File: config.mk
export PLATFORM = sky130hd
export DESIGN_NAME = pipeline_hazard_ctrl
export DESIGN_NICKNAME = d
export VERILOG_FILES = /design/src/rtl/core_pkg.sv /design/src/rtl/sat_counter.sv /design/src/rtl/pipeline_hazard_ctrl.sv
export SDC_FILE = /design/constraint.sdc
export NUM_CORES = 1
export LEC_CHECK = 0
export CORE_ASPECT_RATIO = 2
export CORE_UTILIZATION = 51
export CTS_CLUSTER_SIZE = 25
export DETAILED_ROUTE_END_ITERATION = 12
export GPL_ROUTABILITY_DRIVEN = 0
export PLACE_DENSITY = 0.89
export SETUP_SLACK_MARGIN = 0.3
export SYNTH_ARGS = -nofsm -noshare
export SYNTH_HDL_FRONTEND = slang
export SYNTH_SLANG_ARGS = --single-unit
File: constraint.sdc
create_clock -name clk -period 4.1 [get_ports clk]
set_input_delay 0.615 -clock clk [delete_from_list [all_inputs] [get_ports clk]]
set_output_delay 0.615 -clock clk [all_outputs]
set_load 0.01 [all_outputs]
File: src/rtl/core_pkg.sv
// Shared constants and types for the 16-bit five-stage core.
// It holds the opcode values, the register-index and counter widths, and the
// state encoding of the hazard controller. The hazard comparator lives here as
// a helper function because other stages may reuse it.
package core_pkg;

    localparam logic [3:0] OP_NOP  = 4'b0000;
    localparam logic [3:0] OP_LOAD = 4'b1000;

    localparam int REG_IDX_W = 5;
    localparam int CNT_W     = 16;

    // Hazard controller state encoding. The values are visible on ctrl_state.
    typedef logic [1:0] ctrl_state_t;
    localparam ctrl_state_t ST_RUN        = 2'd0;
    localparam ctrl_state_t ST_LOAD_STALL = 2'd1;
    localparam ctrl_state_t ST_FLUSH      = 2'd2;
    localparam ctrl_state_t ST_MEM_WAIT   = 2'd3;

    // True when a non-zero destination is read by either source operand.
    // r0 is hardwired to zero, so it never creates a dependency.
    function automatic logic dest_feeds_src(
        input logic [REG_IDX_W-1:0] dest,
        input logic [REG_IDX_W-1:0] src1,
        input logic [REG_IDX_W-1:0] src2
    );
        return (dest != '0) && ((dest == src1) || (dest == src2));
    endfunction

endpackage

File: src/rtl/sat_counter.sv
// Saturating up-counter with a synchronous clear.
// The count stops at all-ones instead of wrapping, so a debug reader can
// tell that an overflow happened.
module sat_counter #(
    parameter int WIDTH = 16
) (
    input  logic             clk,
    input  logic             rst_n,
    input  logic             clear,
    input  logic             inc,
    output logic [WIDTH-1:0] count
);

    localparam logic [WIDTH-1:0] ALL_ONES = {WIDTH{1'b1}};
    localparam logic [WIDTH-1:0] ONE      = {{(WIDTH-1){1'b0}}, 1'b1};

    logic [WIDTH-1:0] count_reg;

    // Count up on inc, hold at all-ones, and let clear take priority.
    always_ff @(posedge clk or negedge rst_n) begin
        if (!rst_n) begin
            count_reg <= '0;
        end else if (clear) begin
            count_reg <= '0;
        end else if (inc && (count_reg != ALL_ONES)) begin
            count_reg <= count_reg + ONE;
        end
    end

    assign count = count_reg;

endmodule

File: src/rtl/pipeline_hazard_ctrl.sv
// Hazard and sequencing controller for the five-stage core.
// It owns every pipeline-register enable and squash. It inserts one bubble
// on a load-use hazard and flushes IF/ID on a mispredict resolved in execute.
// It freezes the whole pipeline while data memory is busy, and it keeps
// saturating stall and flush counters for debug.
//
// The state that governs the current cycle (act_state) is decided
// combinationally from the registered state, the inputs and the execute-stage
// shadow registers. A stall or flush therefore takes effect in the same cycle
// that its condition is seen. ctrl_state reports this in-effect state.
// state_reg records it for the next cycle.
module pipeline_hazard_ctrl #(
    parameter logic [3:0] OP_LOAD = core_pkg::OP_LOAD,
    parameter logic [3:0] OP_NOP  = core_pkg::OP_NOP,
    parameter int         CNT_W   = core_pkg::CNT_W
) (
    input  logic                           clk,
    input  logic                           rst_n,
    input  logic [3:0]                     opcode_id,
    input  logic [core_pkg::REG_IDX_W-1:0] reg1_index_id,
    input  logic [core_pkg::REG_IDX_W-1:0] reg2_index_id,
    input  logic [core_pkg::REG_IDX_W-1:0] dest_index_id,
    input  logic                           mispredict_ex,
    input  logic                           mem_busy_mem,
    output logic                           pc_write_en,
    output logic                           if_id_write_en,
    output logic                           id_ex_write_en,
    output logic                           ex_mem_write_en,
    output logic                           id_ex_bubble,
    output logic                           flush_if_id,
    output logic [1:0]                     ctrl_state,
    output logic [CNT_W-1:0]               stall_count,
    output logic [CNT_W-1:0]               flush_count
);

    localparam int RW = core_pkg::REG_IDX_W;

    // Execute-stage shadow of the instruction now in ID/EX.
    logic          ex_is_load_reg;
    logic          ex_is_load_next;
    logic [RW-1:0] ex_dest_reg;
    logic [RW-1:0] ex_dest_next;

    // A mispredict seen while memory is busy is remembered until the freeze ends.
    logic pending_flush_reg;
    logic pending_flush_next;

    core_pkg::ctrl_state_t state_reg;
    core_pkg::ctrl_state_t act_state;

    logic          load_use_hazard;
    logic [3:0]    id_ex_opcode;

    // Counter array: index 0 counts stall cycles, index 1 counts flush events.
    logic [1:0]       cnt_inc;
    logic [CNT_W-1:0] cnt_val [2];

    assign load_use_hazard = ex_is_load_reg &&
        core_pkg::dest_feeds_src(ex_dest_reg, reg1_index_id, reg2_index_id);

    // Decide which state governs this cycle: busy, then any flush, then load-use.
    // Reset forces RUN so the outputs take their idle values without a clock.
    always_comb begin
        act_state = core_pkg::ST_RUN;
        if (!rst_n) begin
            act_state = core_pkg::ST_RUN;
        end else if (mem_busy_mem) begin
            act_state = core_pkg::ST_MEM_WAIT;
        end else if ((state_reg == core_pkg::ST_MEM_WAIT) && pending_flush_reg) begin
            act_state = core_pkg::ST_FLUSH;
        end else if (mispredict_ex) begin
            act_state = core_pkg::ST_FLUSH;
        end else if (load_use_hazard) begin
            act_state = core_pkg::ST_LOAD_STALL;
        end
    end

    // Drive the enables and squashes for the state in effect this cycle.
    always_comb begin
        pc_write_en     = 1'b1;
        if_id_write_en  = 1'b1;
        id_ex_write_en  = 1'b1;
        ex_mem_write_en = 1'b1;
        id_ex_bubble    = 1'b0;
        flush_if_id     = 1'b0;
        case (act_state)
            core_pkg::ST_LOAD_STALL: begin
                // Hold the dependent instruction in decode and send a bubble on.
                pc_write_en    = 1'b0;
                if_id_write_en = 1'b0;
                id_ex_bubble   = 1'b1;
            end
            core_pkg::ST_FLUSH: begin
                // The PC loads the corrected target while both wrong-path slots are squashed.
                id_ex_bubble = 1'b1;
                flush_if_id  = 1'b1;
            end
            core_pkg::ST_MEM_WAIT: begin
                pc_write_en     = 1'b0;
                if_id_write_en  = 1'b0;
                id_ex_write_en  = 1'b0;
                ex_mem_write_en = 1'b0;
            end
            default: begin
            end
        endcase
    end

    assign ctrl_state = act_state;

    // Work out what ID/EX will hold next: a bubble becomes a NOP, and a frozen stage keeps its value.
    always_comb begin
        id_ex_opcode    = id_ex_bubble ? OP_NOP : opcode_id;
        ex_is_load_next = ex_is_load_reg;
        ex_dest_next    = ex_dest_reg;
        if (id_ex_write_en) begin
            ex_is_load_next = (id_ex_opcode == OP_LOAD);
            ex_dest_next    = id_ex_bubble ? '0 : dest_index_id;
        end
    end

    // Set the pending flush on a mispredict during the freeze, and drop it once the freeze ends.
    always_comb begin
        pending_flush_next = 1'b0;
        if (act_state == core_pkg::ST_MEM_WAIT) begin
            pending_flush_next = pending_flush_reg | mispredict_ex;
        end
    end

    // Register the state, the shadow registers and the pending flag.
    always_ff @(posedge clk or negedge rst_n) begin
        if (!rst_n) begin
            state_reg         <= core_pkg::ST_RUN;
            ex_is_load_reg    <= 1'b0;
            ex_dest_reg       <= '0;
            pending_flush_reg <= 1'b0;
        end else begin
            state_reg         <= act_state;
            ex_is_load_reg    <= ex_is_load_next;
            ex_dest_reg       <= ex_dest_next;
            pending_flush_reg <= pending_flush_next;
        end
    end

    assign cnt_inc[0] = (act_state == core_pkg::ST_LOAD_STALL) ||
                        (act_state == core_pkg::ST_MEM_WAIT);
    assign cnt_inc[1] = (act_state == core_pkg::ST_FLUSH);

    for (genvar gi = 0; gi < 2; gi++) begin : g_cnt
        sat_counter #(
            .WIDTH (CNT_W)
        ) u_sat_counter (
            .clk   (clk),
            .rst_n (rst_n),
            .clear (1'b0),
            .inc   (cnt_inc[gi]),
            .count (cnt_val[gi])
        );
    end

    assign stall_count = cnt_val[0];
    assign flush_count = cnt_val[1];

endmodule

==> impl_metrics.csv, run 1 <==
group,metric,value,unit
status,run_status,"complete, no violations",
final_layout,antenna_cells,0,
clock_network,tritoncts,"built",
flow_run,max_cap_viol_count,0,
pwr,max-vdd-ir-drop,0.0003479,V
grt,grt_pass1_vias,1745,
grt,grt_pass1_wl,8280,um
sta,drv_slew,0,
critical_path,worstPathRequired,3480,ps
final_layout,stdcell_area,0.002917,mm^2
clock_network,clock_sinks,41,
pwr,power_frac_seq,48.9,%
yosys,synth.largest_area_cell,"sky130_fd_sc_hd__dfrtp_1",
sta,maxSlewHeadroom,70.67,%
pwr,share_clk_of_total_power,22.9,%
floorplanning,io_pins,63,
yosys,synth_xor_area_share,13.73,%
yosys,synth_cell_types,45,
clock_network,clk_latency,290,ps
yosys,synth.cell_area,0.002170,mm^2
critical_path,timing.critical_path.to_type,"output port",
clock_network,clk_transition_reported_paths,80,ps
clock_network,ctsHtreeMaxLevel,2,
placed_design,dp_hpwl,3866,um
clock_network,cts_hold_buf,0,
min_path,hold_path_class,"input pin to asynchronous set/reset pin",
yosys,ys_top_cells_by_area,"sky130_fd_sc_hd__dfrtp_1 (47%), sky130_fd_sc_hd__xor2_1 (10%), sky130_fd_sc_hd__nand2_1 (3.6%)",
pwr,power_density,388.2,mW/mm^2
yosys,synth_top_family_by_area,"simple AND/OR/NAND/NOR gates",
yosys,post_synth_edffs,0,
yosys,synth-seq-area-share,47.29,%
sta,totalNegativeSetupSlack,0,ps
yosys,synth_seq_cells,41,
sta,hold_viol,0,
final_layout,fill_cells,313,
grt,track_usage,25.63,%
placed_design,place_area,0.002825,mm^2
grt,grt_max_degree,25,
sta,rsz0062_at_grt,"false",
drt,route.antenna.remaining_nets,0,
pwr,combPwrFrac,28.2,%
floorplanning,die-width,48.12,um
sta,max_clock_freq,0.2788,GHz
clock_network,cts_root_buf,"sky130_fd_sc_hd__clkbuf_8",
drt,drt-wirelength-per-cell,15.76,um
floorplanning,die_y,94.24,um
critical_path,criticalPathCategory,"input pin to output port",
grt,grt_antenna_before_repair,0,
drt,detail_route.drc_violations,0,
critical_path,worstPathMaxFanout,15,
clock_network,cts_buffers,5,
drt,drt_pass1_iterations,4,
floorplanning,rows,33,
pwr,p_leak,1.290,nW
drt,routed_via_density,5.600,
yosys,synth-async-reset-ratio,100.0,%
placed_design,port-buffer-count,62,
drt,drt_iter0_drc,26,
yosys,syn_inst,202,
yosys,synth_top_area_share,47.29,%
grt,grt_remaining_overflow,0,
floorplanning,initial_standard_cell_utilization_of_the_core,53.08,%
yosys,arithmetic_cell_share_of_the_synthesized_area_counting_full_adders_half_adders_and_majority_gates,2.884,%
yosys,post_synth_and_or_nand_nor_area_fraction,19.90,%
yosys,synth.avg_cell_area,10.74,um^2
pwr,netSwitchingFraction,31.96,%
yosys,synth-compound-area-share,10.55,%
clock_network,cts-resized-gates,0,
final_layout,layout.cells.most_common_list,"sky130_fd_sc_hd__clkdlybuf4s50_1 (61), sky130_fd_sc_hd__dfrtp_1 (41), sky130_fd_sc_hd__xor2_1 (26)",
clock_network,cts_setup_buffers,0,
sta,timing.final.setup_violations,0,
final_layout,post_route_cells_drive_above_1_share,11.57,%
drt,vias,1792,
sta,period_share,87.48,%
final_layout,flow.area_growth_from_synthesis,34.43,%
critical_path,worst_setup_path_start_kind,"input pin",
final_layout,number_of_flip_flops_in_the_largest_register,32,
critical_path,critPathArrivalTime,2970,ps
floorplanning,floorplan.core_area,0.004088,mm^2
pwr,net_switching,0.0003618,W
sta,finalWorstPathRequiredPeriod,3587,ps
clock_network,cts-root-to-sink-buffers,2,
yosys,synth_flop_cell,"sky130_fd_sc_hd__dfrtp_1",
floorplanning,die_area,0.004535,mm^2
sta,transition_time_at_the_pin_with_the_least_slew_margin,440.0,ps
drt,detail_route.wirelength,5044,um
final_layout,layout.cells.most_common,"sky130_fd_sc_hd__clkdlybuf4s50_1",
yosys,yosys-mux-area-fraction,3.114,%
yosys,synth.net_count,230,
sta,worst_clock_skew,5.530,ps
pwr,internal_power,0.0007703,W
yosys,synth-warning-count,0,
final_layout,fin_nets,295,
==> cell type report <==
cell class	instances	area, um^2	area share (%)
Timing Repair Buffer	64	630.6	21.62
Inverter	4	15.01	0.5148
Multi-Input combinational cell	151	1094	37.49
Sequential cell	41	1026	35.18
Clock buffer	5	68.82	2.360
Clock inverter	3	17.52	0.6006
Tap cell	52	65.06	2.231
==> through the flow <==
step / util (%) / cells / hold slack, ps / total power, W / setup WS (ps)
global placement: 69.12 / 312 / 466.3 / 0.0008689 / 530.5
detailed placement: 69.12 / 312 / 471.5 / 0.0008778 / 385.1
CTS: 71.23 / 320 / 262.6 / 0.001139 / 407.5
finish: 71.35 / 320 / 254.3 / 0.001132 / 513.5
global route: 71.35 / 320 / 289.8 / 0.001192 / 332.3
floorplan: - / 202 / 319.4 / 0.0006865 / 1256
==> power by group through the flow <==
stage	clock network, W	logic, W	registers (W)
after floorplan	0	0.000121	0.000566
after global placement	0	0.000311	0.000558
after detailed placement	0	0.000318	0.000560
after CTS	0.000265	0.000321	0.000553
after global routing	0.000282	0.000345	0.000564
final	0.000259	0.000319	0.000554
==> worst max-delay path: stages <==
cell and delay [ps]:
sky130_fd_sc_hd__clkdlybuf4s50_1 410, sky130_fd_sc_hd__xor2_1 140, sky130_fd_sc_hd__nor3_1 240, sky130_fd_sc_hd__a22oi_1 160, sky130_fd_sc_hd__o31ai_2 370, sky130_fd_sc_hd__ha_1 230, sky130_fd_sc_hd__buf_4 190, sky130_fd_sc_hd__inv_1 110
sky130_fd_sc_hd__clkdlybuf4s50_1 490
==> cells by family (layout without fill, tap and decap cells) <==
| family | after synthesis | in the layout |
|---|---|---|
| flops | 41 | 41 |
| buf+inv | 10 | 76 |
| compound gates | 35 | 35 |
| xor+xnor | 34 | 34 |
| fa+ha+maj | 5 | 5 |
| mux | 6 | 6 |
| simple gates | 71 | 71 |
==> Yosys cell counts (2+ instances only) <==
cell / count
sky130_fd_sc_hd__ha_1: 5
sky130_fd_sc_hd__a211oi_1: 3
sky130_fd_sc_hd__dfrtp_1: 41
sky130_fd_sc_hd__o211ai_1: 2
sky130_fd_sc_hd__and4_4: 2
sky130_fd_sc_hd__a21oi_1: 7
sky130_fd_sc_hd__xnor2_1: 8
sky130_fd_sc_hd__nand2_1: 21
sky130_fd_sc_hd__mux2i_1: 3
sky130_fd_sc_hd__and2_1: 2
sky130_fd_sc_hd__o21ai_0: 10
sky130_fd_sc_hd__inv_1: 4
sky130_fd_sc_hd__nor3_1: 7
sky130_fd_sc_hd__nor2_1: 6
sky130_fd_sc_hd__a31oi_1: 4
sky130_fd_sc_hd__nor4_2: 3
sky130_fd_sc_hd__nand3_1: 7
sky130_fd_sc_hd__buf_4: 2
sky130_fd_sc_hd__nand4_1: 8
sky130_fd_sc_hd__mux2_2: 2
sky130_fd_sc_hd__xor2_1: 26
sky130_fd_sc_hd__and3_1: 5
sky130_fd_sc_hd__buf_2: 2
==> final timing paths <==
check | start | to | slack [ps] | cells past startpoint
max | reg1_index_id[2] | ex_mem_write_en | 510 | 9
min | rst_n | g_cnt[0].u_sat_counter.count[3] | 250 | 1
max reg2reg | ex_dest_reg[2] | g_cnt[0].u_sat_counter.count[13] | 1310 | 10
min reg2reg | ex_is_load_reg | ex_is_load_reg | 490 | 2
max in group asynchronous | rst_n | g_cnt[1].u_sat_counter.count[11] | 3170 | 2
min in group clk | ex_is_load_reg | ex_is_load_reg | 490 | 2
==> layer usage <==
metal | wire, um | part of all wire, % | vias up | GRT usage, %
met1 | 1883 | 37 | 873 | 28.29
met4 | 146 | 2.9 | 0 | 11.81
met3 | 178 | 3.5 | 13 | 4.808
met2 | 2835 | 56 | 56 | 44.03
li1 | - | - | 850 | -
met5 | 0 | 0 | - | 0
Note: power is estimated with default switching activity, not from simulation.
==> run 2: changes to the inputs <==
SLEW_MARGIN = 20   (was default)
clock period = 4.3 ns   (was 4.1 ns; I/O delays follow)
==> run 2 against run 1 <==
- first-iteration DRC count rose by 23%
- final cell count is 0.31% lower
- via count shrank 1.7%
- utilization decreased by 0.12 points
- clock-buffer cell count grew 2
- setup slack improved by 190 ps
- worst hold slack gained 35 ps
- sequential share of layout area is 0.061 points higher
- critical path depth shrank 1
==> impl_metrics.csv, run 2 (synthesized netlist as in run 1, its figures left out) <==
group,metric,value,unit
status,run_status,"complete, no violations",
drt,drt-wirelength-per-cell,15.62,um
critical_path,timing.rr.start,"ex_dest_reg[2]",
final_layout,stdcell_count,319,
drt,vias,1761,
clock_network,clock_sinks,41,
critical_path,critical_path.max_stage_delay,600,ps
clock_network,tritoncts,"built",
grt,grt_remaining_overflow,0,
pwr,internal_power,0.0007500,W
drt,drt_iter0_drc,32,
sta,period_share,83.72,%
drt,detail_route.wirelength,4982,um
pwr,combPwrFrac,27.6,%
min_path,hold_path_class,"input pin to asynchronous set/reset pin",
sta,drv_slew,0,
grt,grt_pass1_vias,1792,
clock_network,clk_latency,300,ps
clock_network,clk_transition_reported_paths,70,ps
pwr,netSwitchingFraction,30.99,%
grt,grt_pass1_wl,8142,um
clock_network,cts_buffers,5,
pwr,max-vdd-ir-drop,0.0003327,V
placed_design,dpl.cell_count,312,
floorplanning,floorplan.core_area,0.004088,mm^2
drt,detail_route.drc_violations,0,
grt,grt_antenna_before_repair,0,
floorplanning,die_area,0.004535,mm^2
pwr,power_density,373.3,mW/mm^2
final_layout,flow.area_growth_from_synthesis,34.20,%
critical_path,critPathArrivalTime,2960,ps
final_layout,antenna_cells,0,
final_layout,layout.cells.most_common,"sky130_fd_sc_hd__clkdlybuf4s50_1",
critical_path,rr_endpoint,"g_cnt[0].u_sat_counter.count[15]",
sta,worst_clock_skew,3.226,ps
final_layout,layout.cells.most_common_list,"sky130_fd_sc_hd__clkdlybuf4s50_1 (61), sky130_fd_sc_hd__dfrtp_1 (41), sky130_fd_sc_hd__xor2_1 (26)",
critical_path,worst_setup_path_start_kind,"input pin",
critical_path,critPathSlowestCell,"sky130_fd_sc_hd__clkdlybuf4s50_1",
critical_path,worstPathRequired,3650,ps
drt,drt_pass1_iterations,4,
sta,maxSlewHeadroom,67.72,%
critical_path,rr_worst_depth,10,
final_layout,fin_nets,295,
sta,rsz0062_at_grt,"false",
sta,finalWorstPathRequiredPeriod,3600,ps
floorplanning,io_pins,63,
drt,routed_via_density,5.520,
pwr,p_leak,1.289,nW
sta,transition_time_at_the_pin_with_the_least_slew_margin,480.0,ps
grt,grt_max_degree,24,
critical_path,criticalPathCategory,"input pin to output port",
critical_path,cpMostUsedCell,"sky130_fd_sc_hd__clkdlybuf4s50_1",
sta,timing.final.setup_violations,0,
clock_network,cts_hold_buf,0,
floorplanning,die-width,48.12,um
clock_network,ctsHtreeMaxLevel,2,
critical_path,worstPathMaxFanout,4,
pwr,total_power_consumption_of_the_routed_design,0.001087,W
floorplanning,die_y,94.24,um
clock_network,cts-resized-gates,0,
pwr,net_switching,0.0003367,W
clock_network,cts_setup_buffers,0,
flow_run,max_cap_viol_count,0,
pwr,share_clk_of_total_power,23.8,%
placed_design,dp_hpwl,3819,um
final_layout,post_route_cells_drive_above_1_share,10.49,%
floorplanning,rows,33,
drt,route.antenna.remaining_nets,0,
clock_network,cts-root-to-sink-buffers,2,
critical_path,path_cells,"clkdlybuf4s50_1 -> xor2_1 -> nor3_1 -> a22oi_1 -> o31ai_1 -> ha_1 -> nor2_1 -> clkdlybuf4s50_1",
final_layout,number_of_flip_flops_in_the_largest_register,32,
pwr,power_frac_seq,48.5,%
sta,hold_viol,0,
critical_path,timing.critical_path.to_type,"output port",
critical_path,r2r_slack,1410,ps
placed_design,port-buffer-count,62,
grt,track_usage,25.31,%
floorplanning,initial_standard_cell_utilization_of_the_core,53.08,%
clock_network,cts_root_buf,"sky130_fd_sc_hd__clkbuf_8",
sta,totalNegativeSetupSlack,0,ps
sta,max_clock_freq,0.2778,GHz
run 2: cell count changes in the layout (fill, tap and decap cells not counted), sizes merged:
| cell | before | now |
|---|---|---|
| clkinvlp | 1 | 0 |
| clkinv | 2 | 0 |
| clkbuf | 5 | 7 |
run 2: per-stage QoR:
stage	instance area [um^2]	util [%]	hold WS (ps)	worst slack [ps]
floorplan	2170	-	349.4	1399
global placement	2825	69.12	464.7	742.0
detailed placement	2825	69.12	481.1	677.2
CTS	2912	71.23	297.9	666.2
global route	2912	71.23	320.2	506.4
finish	2912	71.23	288.8	699.9
run 2: worst max path at each step:
stage / depth (start not counted) / startpoint / slack [ps] / endpoint
6_report: 8 / reg1_index_id[0] / 700 / pc_write_en
5_1_grt: 8 / reg1_index_id[2] / 510 / pc_write_en
4_1_cts: 8 / reg1_index_id[0] / 670 / if_id_write_en
3_5_place_dp: 8 / reg1_index_id[0] / 680 / if_id_write_en
3_3_place_gp: 8 / reg1_index_id[2] / 740 / pc_write_en
2_1_floorplan: 7 / reg1_index_id[2] / 1400 / pc_write_en
run 2: cell type report:
| type | instances | area, um^2 |
|---|---|---|
| Fill cell | 297 | 1176 |
| Inverter | 4 | 15.01 |
| Timing Repair Buffer | 64 | 630.6 |
| Tap cell | 52 | 65.06 |
| Sequential cell | 41 | 1026 |
| Multi-Input combinational cell | 151 | 1089 |
| Clock buffer | 7 | 86.33 |
run 2: worst max-delay path: cells and delay by family:
kind	cells	cell delay [ps]
xor+xnor	1	160
fa+ha+maj	1	260
compound gates	2	460
simple gates	2	340
buf+inv	2	1080
run 2: power by group through the flow:
stage	sequential [W]	combinational, W	clock (W)
after floorplan	0.000539	0.000115	0
after global placement	0.000532	0.000296	0
after detailed placement	0.000534	0.000301	0
after CTS	0.000528	0.000304	0.000261
after global routing	0.000540	0.000329	0.000277
final	0.000527	0.000300	0.000259
run 2: routing by layer:
layer,GRT usage (%),wire (um)
met1,24.34,1744
met4,10.65,112
met5,0,0
met3,5.192,189
met2,46.96,2935
==> run 3: changes to the inputs <==
CORE_UTILIZATION = 43   (was 51)
PLACE_DENSITY = 0.8   (was 0.89)
clock period = 2.9 ns   (was 4.3 ns; I/O delays follow)
==> run 3 against run 2 <==
- routed wire length up 7.5%
- via count up 5.3%
- non-clock buffer count up 20
- clock skew up 1.7 ps
==> impl_metrics.csv, run 3 (synthesized netlist as in run 1, its figures left out) <==
group,metric,value,unit
placed_design,place_area,0.002922,mm^2
critical_path,critPathArrivalTime,2820,ps
pwr,max-vdd-ir-drop,0.0004081,V
critical_path,timing.rr.start,"ex_dest_reg[4]",
placed_design,dpl.cell_count,328,
critical_path,worstPathMaxFanout,4,
sta,totalNegativeSetupSlack,0,ps
critical_path,worstPathRequired,3120,ps
floorplanning,floorplan.core_area,0.004865,mm^2
sta,finalWorstPathRequiredPeriod,2608,ps
critical_path,path_cells,"clkdlybuf4s50_1 -> xor2_1 -> nor3_2 -> a22oi_2 -> o31ai_2 -> buf_4 -> ha_4 -> buf_6 -> o2111a_2 -> nand2_4 -> nor4_4 -> xor2_1",
critical_path,timing.critical_path.to_type,"register",
floorplanning,io_pins,63,
final_layout,post_route_cells_drive_above_1_share,25.09,%
final_layout,layout.cells.most_common,"sky130_fd_sc_hd__clkdlybuf4s50_1",
final_layout,stdcell_area,0.003243,mm^2
floorplanning,die_area,0.005351,mm^2
placed_design,preCtsSetupSlack,-194.2,ps
grt,grt_pass1_vias,1885,
critical_path,worst_setup_path_start_kind,"input pin",
clock_network,tritoncts,"built",
final_layout,number_of_flip_flops_in_the_largest_register,32,
drt,drt_iter0_drc,25,
clock_network,clk_latency,290,ps
drt,detail_route.wirelength,5356,um
clock_network,cts_root_buf,"sky130_fd_sc_hd__clkbuf_8",
final_layout,antenna_cells,0,
placed_design,dp_hpwl,3820,um
sta,worst_slack,292.1,ps
sta,worst_clock_skew,4.891,ps
grt,track_usage,20.65,%
pwr,total_power_consumption_of_the_routed_design,0.001727,W
clock_network,cts_buffers,5,
floorplanning,die_y,102.5,um
sta,drv_slew,0,
flow_run,max_cap_viol_count,0,
clock_network,ctsHtreeMaxLevel,2,
sta,hold_viol,0,
min_path,hold_path_class,"input pin to asynchronous set/reset pin",
floorplanning,initial_standard_cell_utilization_of_the_core,44.60,%
grt,grt_remaining_overflow,0,
floorplanning,rows,36,
drt,vias,1854,
drt,drt-wirelength-per-cell,15.57,um
critical_path,critPathSlowestCell,"sky130_fd_sc_hd__clkdlybuf4s50_1",
drt,route.antenna.remaining_nets,0,
critical_path,criticalPathCategory,"input pin to register",
critical_path,timing.critical_path.from,"reg2_index_id[0]",
grt,grt_antenna_before_repair,0,
placed_design,port-buffer-count,62,
sta,transition_time_at_the_pin_with_the_least_slew_margin,563.4,ps
drt,drt_pass1_iterations,4,
clock_network,clock_sinks,41,
critical_path,cpMostUsedCell,"sky130_fd_sc_hd__xor2_1",
drt,detail_route.drc_violations,0,
final_layout,fin_nets,315,
sta,period_share,89.93,%
grt,grt_max_degree,38,
pwr,p_leak,1.470,nW
grt,grt_pass1_wl,8259,um
final_layout,stdcell_count,344,
final_layout,layout.cells.most_common_list,"sky130_fd_sc_hd__clkdlybuf4s50_1 (50), sky130_fd_sc_hd__dfrtp_1 (40), sky130_fd_sc_hd__xor2_1 (25)",
sta,max_clock_freq,0.3834,GHz
sta,rsz0062_at_grt,"true",
final_layout,flow.area_growth_from_synthesis,49.48,%
critical_path,critical_path.max_stage_delay,410,ps
clock_network,cts-root-to-sink-buffers,2,
pwr,power_density,532.6,mW/mm^2
clock_network,clk_transition_reported_paths,70,ps
floorplanning,die-width,52.23,um
sta,timing.final.setup_violations,0,
status,run_status,"complete, no violations",
sta,maxSlewHeadroom,62.32,%
drt,routed_via_density,5.390,
-- run 3: power by group --
group	switching (W)	internal [W]	leakage [nW]
logic	0.000205	0.000297	0.879
clock network	0.000193	0.000250	0.0540
registers	0.000124	0.000658	0.537
-- run 3: area by class of cell --
class / instances / area (um^2)
fill: 378 / 1622
multi-input combinational: 151 / 1215
sequential: 41 / 1027
timing repair buffer: 84 / 810.8
tap: 57 / 71.32
clock buffer: 5 / 68.82
clock inverter: 2 / 35.03
inverter: 4 / 15.01
-- run 3: routing by layer --
layer,vias to the layer above,part of all wire [%],global-route usage (%)
li1,889,-,-
met4,0,1.8,9.312
met1,915,38,20.85
met2,41,57,38.66
met5,-,0,0
met3,9,3.1,4.464
-- run 3: final timing paths --
path	end	slack, ps	depth (start not counted)
min in group clk	g_cnt[1].u_sat_counter.count[15]	490	1
setup reg to reg	g_cnt[0].u_sat_counter.count[13]	350	11
hold reg to reg	g_cnt[1].u_sat_counter.count[15]	490	1
hold / removal	ex_dest_reg[3]	270	2
max in group asynchronous	g_cnt[0].u_sat_counter.count[15]	2120	2
setup / recovery	g_cnt[0].u_sat_counter.count[13]	290	12
-- run 3: worst max-delay path, delay by kind of cell --
family | cells | cell delay [ps]
buf+inv | 3 | 690
compound gates | 3 | 650
simple gates | 3 | 600
xor+xnor | 2 | 320
fa+ha+maj | 1 | 140
-- run 3: stage by stage --
stage	hold slack (ps)	util, %
3_5_place_dp	279.4	60.06
4_1_cts	272.1	63.66
3_3_place_gp	279.9	60.06
6_report	265.7	66.67
5_1_grt	297.1	66.67
2_1_floorplan	139.4	-
-- run 3: repair_timing --
action	in CTS	in global routing
endpoints found under the hold margin	4	0
hold buffers	1	0
gates resized for setup	23	34
endpoints found under the setup margin	15	22
buffers inserted	3	5
pin swaps	6	13
